**config.mk**
```make
export PLATFORM = sky130hd
export DESIGN_NAME = muldiv_32
export DESIGN_NICKNAME = d
export VERILOG_FILES = /design/src/rtl/muldiv_pkg.sv /design/src/rtl/muldiv_signfix.sv /design/src/rtl/muldiv_32.sv
export SDC_FILE = /design/constraint.sdc
export NUM_CORES = 1
export LEC_CHECK = 0
export ABC_AREA = 1
export CAP_MARGIN = 5
export CORE_MARGIN = 4
export CORE_UTILIZATION = 47
export CTS_BUF_LIST = sky130_fd_sc_hd__clkbuf_4 sky130_fd_sc_hd__clkbuf_8
export DETAILED_ROUTE_END_ITERATION = 6
export GPL_TIMING_DRIVEN = 0
export PLACE_DENSITY = 0.66
export SLEW_MARGIN = 10
export SYNTH_ARGS = -nofsm -noshare
export SYNTH_HDL_FRONTEND = slang
export SYNTH_HIERARCHICAL = 1
export SYNTH_SLANG_ARGS = --single-unit
```
**constraint.sdc**
```tcl
create_clock -name clock -period 3.16 [get_ports clock]
set_input_delay 0.632 -clock clock [delete_from_list [all_inputs] [get_ports clock]]
set_output_delay 0.632 -clock clock [all_outputs]
set_load 0.1 [all_outputs]
```
**src/rtl/muldiv_pkg.sv**
```systemverilog
// muldiv_pkg: shared encodings and constants for the iterative multiply/divide unit.
//   op_e     - operation select driven on muldiv_32.op
//   state_e  - sequencer states of muldiv_32
//   DEFAULT_WIDTH / DIV0_QUOT - default datapath width and the quotient
//   reported for a division by zero at that width
package muldiv_pkg;

  localparam int DEFAULT_WIDTH = 32;

  // Quotient produced by a division by zero (all ones at the default width).
  localparam logic [DEFAULT_WIDTH-1:0] DIV0_QUOT = '1;

  typedef enum logic [1:0] {
    OP_MULTU = 2'd0,
    OP_MULT  = 2'd1,
    OP_DIVU  = 2'd2,
    OP_DIV   = 2'd3
  } op_e;

  typedef enum logic [1:0] {
    S_IDLE = 2'd0,
    S_RUN  = 2'd1,
    S_FIX  = 2'd2
  } state_e;

endpackage

```
**src/rtl/muldiv_signfix.sv**
```systemverilog
// muldiv_signfix: combinational conditional two's-complement negate.
//   value_i  [W-1:0]  input value
//   negate_i          1 = output the two's complement of value_i
//   result_o [W-1:0]  value_i or -value_i
module muldiv_signfix #(
  parameter int W = 32
) (
  input  logic [W-1:0] value_i,
  input  logic         negate_i,
  output logic [W-1:0] result_o
);

  assign result_o = negate_i ? -value_i : value_i;

endmodule

```
**src/rtl/muldiv_32.sv**
```systemverilog
// muldiv_32: iterative multiply/divide unit with HI/LO result registers.
//   clock, reset            rising-edge clock, synchronous active-high reset
//   start, op               launch MULTU/MULT/DIVU/DIV (sampled only in IDLE)
//   operand_a, operand_b    multiplicand/dividend, multiplier/divisor
//   hilo_write, hilo_sel,   MTHI/MTLO write port (IDLE only, start has priority)
//   hilo_data
//   busy                    operation in flight
//   done, div_by_zero       one-cycle result pulses
//   hi, lo                  HI/LO registers
// One result bit is produced per cycle: start -> WIDTH iterations -> sign fix.
module muldiv_32
  import muldiv_pkg::*;
#(
  parameter int WIDTH = DEFAULT_WIDTH,
  parameter int CNT_W = 6
) (
  input  logic             clock,
  input  logic             reset,
  input  logic             start,
  input  logic [1:0]       op,
  input  logic [WIDTH-1:0] operand_a,
  input  logic [WIDTH-1:0] operand_b,
  input  logic             hilo_write,
  input  logic             hilo_sel,
  input  logic [WIDTH-1:0] hilo_data,
  output logic             busy,
  output logic             done,
  output logic             div_by_zero,
  output logic [WIDTH-1:0] hi,
  output logic [WIDTH-1:0] lo
);

  localparam logic [CNT_W-1:0] LAST_ITER = CNT_W'(WIDTH - 1);

  state_e             state_q;
  logic [CNT_W-1:0]   cnt_q;
  logic               is_div_q;
  logic               neg_res_q;   // result (product / quotient) needs negation
  logic               neg_rem_q;   // remainder takes the dividend's sign
  logic               div0_q;
  logic [WIDTH-1:0]   addend_q;    // |multiplicand| for multiply, |divisor| for divide
  logic [WIDTH-1:0]   raw_a_q;     // unmodified dividend, reported on divide by zero
  logic [2*WIDTH-1:0] acc_q;       // product accumulator / quotient shift register
  logic [WIDTH:0]     rem_q;
  logic               busy_q;
  logic               done_q;
  logic               dbz_q;
  logic [WIDTH-1:0]   hi_q;
  logic [WIDTH-1:0]   lo_q;

  // Operand magnitudes; only the signed ops look at the sign bits.
  logic             op_signed;
  logic             op_div;
  logic             sign_a;
  logic             sign_b;
  logic [WIDTH-1:0] abs_a;
  logic [WIDTH-1:0] abs_b;

  assign op_signed = op[0];
  assign op_div    = op[1];
  assign sign_a    = op_signed & operand_a[WIDTH-1];
  assign sign_b    = op_signed & operand_b[WIDTH-1];

  muldiv_signfix #(.W(WIDTH)) u_abs_a (
    .value_i  (operand_a),
    .negate_i (sign_a),
    .result_o (abs_a)
  );

  muldiv_signfix #(.W(WIDTH)) u_abs_b (
    .value_i  (operand_b),
    .negate_i (sign_b),
    .result_o (abs_b)
  );

  // Shift-add multiply step: the multiplier sits in acc_q's low half and is
  // consumed LSB first while the partial product grows into the high half.
  logic [WIDTH:0]     mul_sum;
  logic [2*WIDTH-1:0] mul_acc_d;

  assign mul_sum   = {1'b0, acc_q[2*WIDTH-1:WIDTH]} + (acc_q[0] ? {1'b0, addend_q} : '0);
  assign mul_acc_d = {mul_sum, acc_q[WIDTH-1:1]};

  // Restoring divide step: shift the next dividend bit into the remainder and
  // keep the trial difference when it does not go negative. The trial is one
  // bit wider than the shifted remainder so its sign bit is always valid.
  logic [WIDTH+1:0]   div_shift;
  logic [WIDTH+1:0]   div_trial;
  logic               div_ge;
  logic [WIDTH:0]     rem_d;
  logic [2*WIDTH-1:0] div_acc_d;

  assign div_shift = {rem_q, acc_q[WIDTH-1]};
  assign div_trial = div_shift - {2'b00, addend_q};
  assign div_ge    = ~div_trial[WIDTH+1];
  assign rem_d     = div_ge ? div_trial[WIDTH:0] : div_shift[WIDTH:0];
  assign div_acc_d = {acc_q[2*WIDTH-1:WIDTH], acc_q[WIDTH-2:0], div_ge};

  // Result sign correction.
  logic [2*WIDTH-1:0] prod_fix;
  logic [WIDTH-1:0]   quot_fix;
  logic [WIDTH-1:0]   rem_fix;

  muldiv_signfix #(.W(2*WIDTH)) u_fix_prod (
    .value_i  (acc_q),
    .negate_i (neg_res_q),
    .result_o (prod_fix)
  );

  muldiv_signfix #(.W(WIDTH)) u_fix_quot (
    .value_i  (acc_q[WIDTH-1:0]),
    .negate_i (neg_res_q),
    .result_o (quot_fix)
  );

  muldiv_signfix #(.W(WIDTH)) u_fix_rem (
    .value_i  (rem_q[WIDTH-1:0]),
    .negate_i (neg_rem_q),
    .result_o (rem_fix)
  );

  always_ff @(posedge clock) begin
    if (reset) begin
      state_q   <= S_IDLE;
      cnt_q     <= '0;
      is_div_q  <= 1'b0;
      neg_res_q <= 1'b0;
      neg_rem_q <= 1'b0;
      div0_q    <= 1'b0;
      addend_q  <= '0;
      raw_a_q   <= '0;
      acc_q     <= '0;
      rem_q     <= '0;
      busy_q    <= 1'b0;
      done_q    <= 1'b0;
      dbz_q     <= 1'b0;
      hi_q      <= '0;
      lo_q      <= '0;
    end else begin
      done_q <= 1'b0;
      dbz_q  <= 1'b0;
      case (state_q)
        S_IDLE: begin
          if (start) begin
            is_div_q  <= op_div;
            neg_res_q <= sign_a ^ sign_b;
            neg_rem_q <= sign_a;
            div0_q    <= op_div && (operand_b == '0);
            addend_q  <= op_div ? abs_b : abs_a;
            raw_a_q   <= operand_a;
            acc_q     <= {{WIDTH{1'b0}}, (op_div ? abs_a : abs_b)};
            rem_q     <= '0;
            cnt_q     <= '0;
            busy_q    <= 1'b1;
            state_q   <= S_RUN;
          end else if (hilo_write) begin
            if (hilo_sel) begin
              hi_q <= hilo_data;
            end else begin
              lo_q <= hilo_data;
            end
          end
        end

        S_RUN: begin
          if (is_div_q) begin
            acc_q <= div_acc_d;
            rem_q <= rem_d;
          end else begin
            acc_q <= mul_acc_d;
          end
          cnt_q <= cnt_q + CNT_W'(1);
          if (cnt_q == LAST_ITER) begin
            state_q <= S_FIX;
          end
        end

        S_FIX: begin
          if (!is_div_q) begin
            hi_q <= prod_fix[2*WIDTH-1:WIDTH];
            lo_q <= prod_fix[WIDTH-1:0];
          end else if (div0_q) begin
            hi_q <= raw_a_q;
            lo_q <= '1;
          end else begin
            hi_q <= rem_fix;
            lo_q <= quot_fix;
          end
          done_q  <= 1'b1;
          dbz_q   <= div0_q;
          busy_q  <= 1'b0;
          state_q <= S_IDLE;
        end

        default: begin
          busy_q  <= 1'b0;
          state_q <= S_IDLE;
        end
      endcase
    end
  end

  assign busy        = busy_q;
  assign done        = done_q;
  assign div_by_zero = dbz_q;
  assign hi          = hi_q;
  assign lo          = lo_q;

endmodule

```
# Yosys cells after proc, flatten, opt, wreduce, memory -nomap -nowiden
# Cells that the tools add are included.
# totals
inputBits	103
elab_cells	90
output_inout_bits	67
register_bits	240
# op_classes
bitwise	6
n_eq_ne	11
n_addsub	8
mux	35
reduce_logical	14
# ops
operator	count
32-bit 2-to-1 mux	17
64-bit 2-to-1 mux	3
32-bit negation	4
32-bit case mux with 2 select lines	2
64-bit case mux with 2 select lines	1
33-bit 2-to-1 mux	3
33-bit case mux with 2 select lines	1
64-bit negation	1
34-bit by 32-bit subtractor with 34-bit output	1
32-bit by 32-bit adder with 33-bit output	1
32-bit zero test	1
2-bit != test, second input constant	8
6-bit case mux with 2 select lines	1
2-bit AND reduction	4
4-bit AND reduction	2
6-bit by 1-bit adder with 6-bit output, second input constant	1
6-bit by 5-bit equality test with 1-bit output, second input constant	1
6-bit 2-to-1 mux	1
3-bit AND reduction	2
2-bit 2-to-1 mux	2
2-bit case mux with 2 select lines	1
2-bit nonzero test	2
1-bit inverter	3
1-bit bitwise AND	2
other kinds (8)	9

# Logic depth before layout (Yosys ltp)
# depth
ltp_word	5
mapped_depth	18
depth_no_buf	17

# Hierarchy
# Netlist, hierarchy kept.
# modules_own_cells
mod	instances	seq_area_each_um2	area_each_um2	cells_per_inst
muldiv_32	1	4804.6	16494.6	2642
muldiv_signfix (u_abs_a ...)	3	0.0	1052.3	225
muldiv_signfix (u_fix_prod)	1	0.0	2411.1	498
muldiv_signfix (u_fix_rem)	1	0.0	1108.6	227

# Worst setup path after synthesis
# OpenSTA, ideal clock, no wires.
# synth_path
path_kind	flip-flop to flip-flop
start	register acc_q[0]
end	register acc_q[61]
setup_slack_ns	0.762
setup_ns	0.132
period_less_slack_ns	2.398
required_ns	3.028
path_stages_with_launch	17
t_arrival_ns	2.266
path_buffers	1
cell_sequence	dfxtp_1 -> clkbuf_1 -> nand2_1 -> inv_1 -> ha_1 -> inv_1 -> fa_1 -> o21ai_0 -> nand2_1 -> nand2_1 -> nand3_1 -> nand2_1 -> nand4_1 -> nand2_1 -> nand2_1 -> nand3_1 -> a21oi_1
# synth_between
elab_chain_len	4
# synth_rtl
element	line	source
start: declaration	muldiv_32.sv:43	logic [2*WIDTH-1:0] acc_q;
start signal: assignment	muldiv_32.sv:151	acc_q <= {{WIDTH{1'b0}}, (op_div ? abs_a : abs_b)};
start signal: assignment	muldiv_32.sv:167	acc_q <= div_acc_d;
start signal: assignment	muldiv_32.sv:170	acc_q <= mul_acc_d;
32-bit 2-to-1 mux	muldiv_32.sv:81	assign mul_sum = {1'b0, acc_q[2*WIDTH-1:WIDTH]} + (acc_q[0] ? {1'b0, addend_q} : '0);
32-bit by 32-bit adder with 33-bit output	muldiv_32.sv:81	
64-bit 2-to-1 mux	muldiv_32.sv:166	if (is_div_q) begin
64-bit case mux with 2 select lines	muldiv_32.sv:142	case (state_q)
# No other way between the ends. The select of a mux whose other input is x is not followed.
# A chain may end at the register's enable or synchronous reset.

# Worst setup path in the final report
# layout_path
start	register neg_res_q
end	register lo_q[1] (netlist: lo[1])
# layout_between
elab_cells_between_ends	5
cone_classes	mux (5)
# layout_lines
element	line	source
start: declaration	muldiv_32.sv:38	logic neg_res_q;
start signal: assignment	muldiv_32.sv:146	neg_res_q <= sign_a ^ sign_b;
64-bit 2-to-1 mux	muldiv_signfix.sv:13	assign result_o = negate_i ? -value_i : value_i;
via prod_fix[1]	muldiv_32.sv:100	logic [2*WIDTH-1:0] prod_fix;
32-bit 2-to-1 mux	muldiv_32.sv:179	if (!is_div_q) begin
32-bit case mux with 2 select lines	muldiv_32.sv:142	
end signal: assignment	muldiv_32.sv:160	lo_q <= hilo_data;
end signal: assignment	muldiv_32.sv:181	lo_q <= prod_fix[WIDTH-1:0];
end signal: assignment	muldiv_32.sv:187	lo_q <= quot_fix;
end: declaration	muldiv_32.sv:49	logic [WIDTH-1:0] lo_q;
# The timed path passes the listed nets, and every way through them passes these cells.

==> impl_metrics.tcl <==
set metrics [dict create \
    status "finished, violations left" \
    violations "design-rule violations" \
    leakagePower_nw 12.89 \
    crit_chain "buf_2, buf_2, buf_1, o21ai_0, o21ai_0, o21ai_0, nor2_1, nor2_1" \
    finalCritPeriodShare 0.9734 \
    fin_worst_skew_ns 0.04423 \
    cts_tree "built" \
    clock_latency_ns 0.63 \
    ioPinCount 170 \
    core_um2 48850 \
    die_w_um 230.0 \
    vias 28040 \
    hold_depth 2 \
    worstSetupPathType "register to register" \
    period_needed_ns 3.076 \
    fin_nets 4431 \
    postLayoutCoreUtil 0.5469 \
    dieArea_um2 52920 \
    cp.required_ns 3.66 \
    syn_area_um2 23170 \
    slew_violations 0 \
    r2r_slack_ns 0.08 \
    yosysWarnings 6 \
    holdPathEnd "busy$_SDFFE_PP0P_" \
    cp.buffers_inverters 3 \
    cap_viol_max_count 0 \
    routedWlPerCell_um 21.51 \
    fillers 5296 \
    ys_seq_elements 240 \
    globalRouteOverflowTotal 0 \
    startpoint_type "register" \
    hold_viol_final 0 \
    rr_worst_depth 8 \
    clk_pin_slew_ns 0.08 \
    num_antenna_cells 0 \
    place.gp.congestion 1.106 \
    hold_path.class "register to register" \
    cts_root_buf "clkbuf_8" \
    powerDensity_nw_per_um2 468.9 \
    grt_max_degree 12 \
    grt_usage 0.3836 \
    clock_path_buffers 3 \
    relSlewSlack 0.1116 \
    rr_startpoint "neg_res_q$_SDFFE_PP0P_" \
    ys_types 53 \
    setup-violations-final 0 \
    crit_family "buffers and inverters" \
    cts_buffers 45 \
    cts_num_sinks 240 \
    dr.pass1.iters 7 \
    crit_slowest_cell "buf_1" \
    placementRows 81 \
    area_growth_pct 15.30 \
    synth_area_per_cell_um2 5.733 \
    dpl.hpwl_um 87580 \
    min-delay-start "busy$_SDFFE_PP0P_" \
    peakVddDrop_uv 319.2 \
    drt_drc_violations_left 8 \
    drive_gt1_frac 0.07413 \
    critical_path.most_common_cell "o21ai_0" \
    end_kind "register" \
    reg2reg_to "lo[1]$_SDFFE_PP0P_" \
    hold_ws_ns 0.4690 \
    worst_pin_slew_ns 1.328 \
    grt_pass1_vias 25090 \
    worst-path-max-fanout 10 \
    max_freq_mhz 325.1 \
    rsz0062_at_grt "no" \
    grt_pass1_wl_um 154600 \
    synthCells 4042 \
    antenna_found_initial 1 \
    ant_nets 0 \
    worst_ep_arrival_time_ns 3.58 \
    finalSetupTns_ns 0 \
    ys_seq_area_frac 0.2074 \
    drt_iter0_markers 3560 \
    postCtsHoldBufs 0 \
    slowest_delay_ns 0.58 \
    io_buffers 167 \
    wl_um 106500 \
    synth_fp_nets 4217 \
    vias_per_cell 5.659 \
    post_cts_buffers 0 \
    die_h_um 230.0 \
    postCtsResizedCells 4 \
    cts_max_level 2 \
    start_util 0.4743 \
]
-- Yosys cell counts (all sizes together) --
master	number	area share
and3	1	0.00027
inv	505	0.082
a21o	7	0.0023
nand4	40	0.011
nand2	1218	0.20
o22ai	31	0.0084
nand3b	42	0.014
a2111oi	1	0.00038
nor3	18	0.0043
clkinv	2	0.00032
o211ai	3	0.00097
xnor2	56	0.021
a211oi	1	0.00032
nand3	252	0.060
o21bai	4	0.0013
fa	2	0.0017
ha	70	0.038
or2	9	0.0024
o21a	7	0.0023
buf	54	0.014
dfxtp	240	0.21
a31oi	77	0.021
nor2	618	0.12
o21ai	366	0.082
a221oi	3	0.0011
o31ai	1	0.00032
a21oi	187	0.041
o221ai	42	0.016
nor4	11	0.0030
clkbuf	112	0.021
nor3b	2	0.00065
xor2	51	0.019
and2	9	0.0024
-- state kept, by name, indices dropped and copies added, names as in the netlist --
| name | count |
|---|---|
| addend_q | 32 |
| raw_a_q | 32 |
| acc_q | 64 |
| div0_q | 1 |
| busy | 1 |
| done | 1 |
| cnt_q | 6 |
| is_div_q | 1 |
| div_by_zero | 1 |
| hi | 32 |
| lo | 32 |
| state_q | 2 |
| rem_q | 33 |
| neg_rem_q | 1 |
| neg_res_q | 1 |
-- report_power, final --
| part | internal [mW] | leakage [nW] | switching, mW |
|---|---|---|---|
| logic | 1.41 | 10.4 | 3.75 |
| registers | 3.31 | 1.97 | 0.482 |
| clock network | 2.04 | 0.534 | 1.54 |
| total | 6.75 | 12.9 | 5.77 |
-- layer usage --
metal | wire (um) | vias up | global-route usage | part of all wire
li1 | - | 13470 | - | -
met1 | 43420 | 12700 | 0.5073 | 0.41
met2 | 44670 | 1559 | 0.5905 | 0.42
met3 | 12130 | 315 | 0.09093 | 0.11
met4 | 6261 | 2 | 0.1811 | 0.059
met5 | 57 | - | 0 | 0.00053
-- cell type report --
type / instances / area (um2) / area share
clock inverters: 18 / 203.9 / 0.007634
repair buffers: 167 / 1672 / 0.06257
plain buffers: 166 / 823.3 / 0.03082
clock buffers: 63 / 829.5 / 0.03105
flip-flops and latches: 240 / 4807 / 0.1799
multi-input cells: 3129 / 15640 / 0.5855
inverters: 507 / 1908 / 0.07142
well taps: 664 / 830.8 / 0.03110
-- worst max path at each step --
stage                                      start                      to  slack, ns  cells past startpoint
after floorplan            acc_q[0]$_SDFFE_PP0P_  acc_q[61]$_SDFFE_PP0P_       0.76                     16
after global placement     acc_q[0]$_SDFFE_PP0P_  acc_q[60]$_SDFFE_PP0P_      -0.23                     14
after detailed placement   acc_q[0]$_SDFFE_PP0P_  acc_q[60]$_SDFFE_PP0P_      -0.26                     14
after CTS                  acc_q[0]$_SDFFE_PP0P_  acc_q[60]$_SDFFE_PP0P_       0.03                     14
after global routing       acc_q[0]$_SDFFE_PP0P_  acc_q[61]$_SDFFE_PP0P_       0.03                     16
final                     neg_res_q$_SDFFE_PP0P_      lo[1]$_SDFFE_PP0P_       0.08                      8
-- worst reg2reg max path, stage by stage (launching register included) --
cell,delay [ns]
dfxtp_1,0.48
buf_2,0.30
buf_2,0.36
buf_1,0.58
o21ai_0,0.31
o21ai_0,0.35
o21ai_0,0.29
nor2_1,0.22
nor2_1,0.06
-- through the flow --
stage | std cells | instance area [um2] | worst slack [ns] | power (mW)
after CTS | 4954 | 26710 | 0.03323 | 12.33
after global routing | 4954 | 26720 | 0.03266 | 13.00
after detailed placement | 4873 | 25670 | -0.2594 | 8.784
final | 4954 | 26720 | 0.08420 | 12.53
after floorplan | 4042 | 23170 | 0.7617 | 7.037
after global placement | 4873 | 25670 | -0.2287 | 8.782
-- cell families after synthesis --
group	count (synthesis)	synth area share
AOI/OAI and AO/OA	730	0.1770
xor gates and xnor gates	107	0.04045
adders and majority gates	72	0.03953
buffers and inverters	673	0.1176
DFF	240	0.2074
and+or+nand+nor	2220	0.4181
-- cells in the final DEF (no fill, tap or decap), drive strengths merged, types with 2 or more instances in the layout --
cell type	n
fa	2
nand3b	42
buf	54
ha	70
nor3	18
nor2	618
clkdlybuf4s50	167
a21o	7
a31oi	77
o221ai	42
a21oi	187
nand2	1218
nand3	252
o22ai	31
and2	9
xnor2	56
a221oi	3
clkbuf	175
o21ai	366
nor3b	2
clkinv	11
dfxtp	240
o211ai	3
or2	9
o21a	7
o21bai	4
inv	506
nand4	40
bufinv	4
nor4	11
clkinvlp	4
xor2	51
No activity file was read; power rests on OpenSTA's default activity.
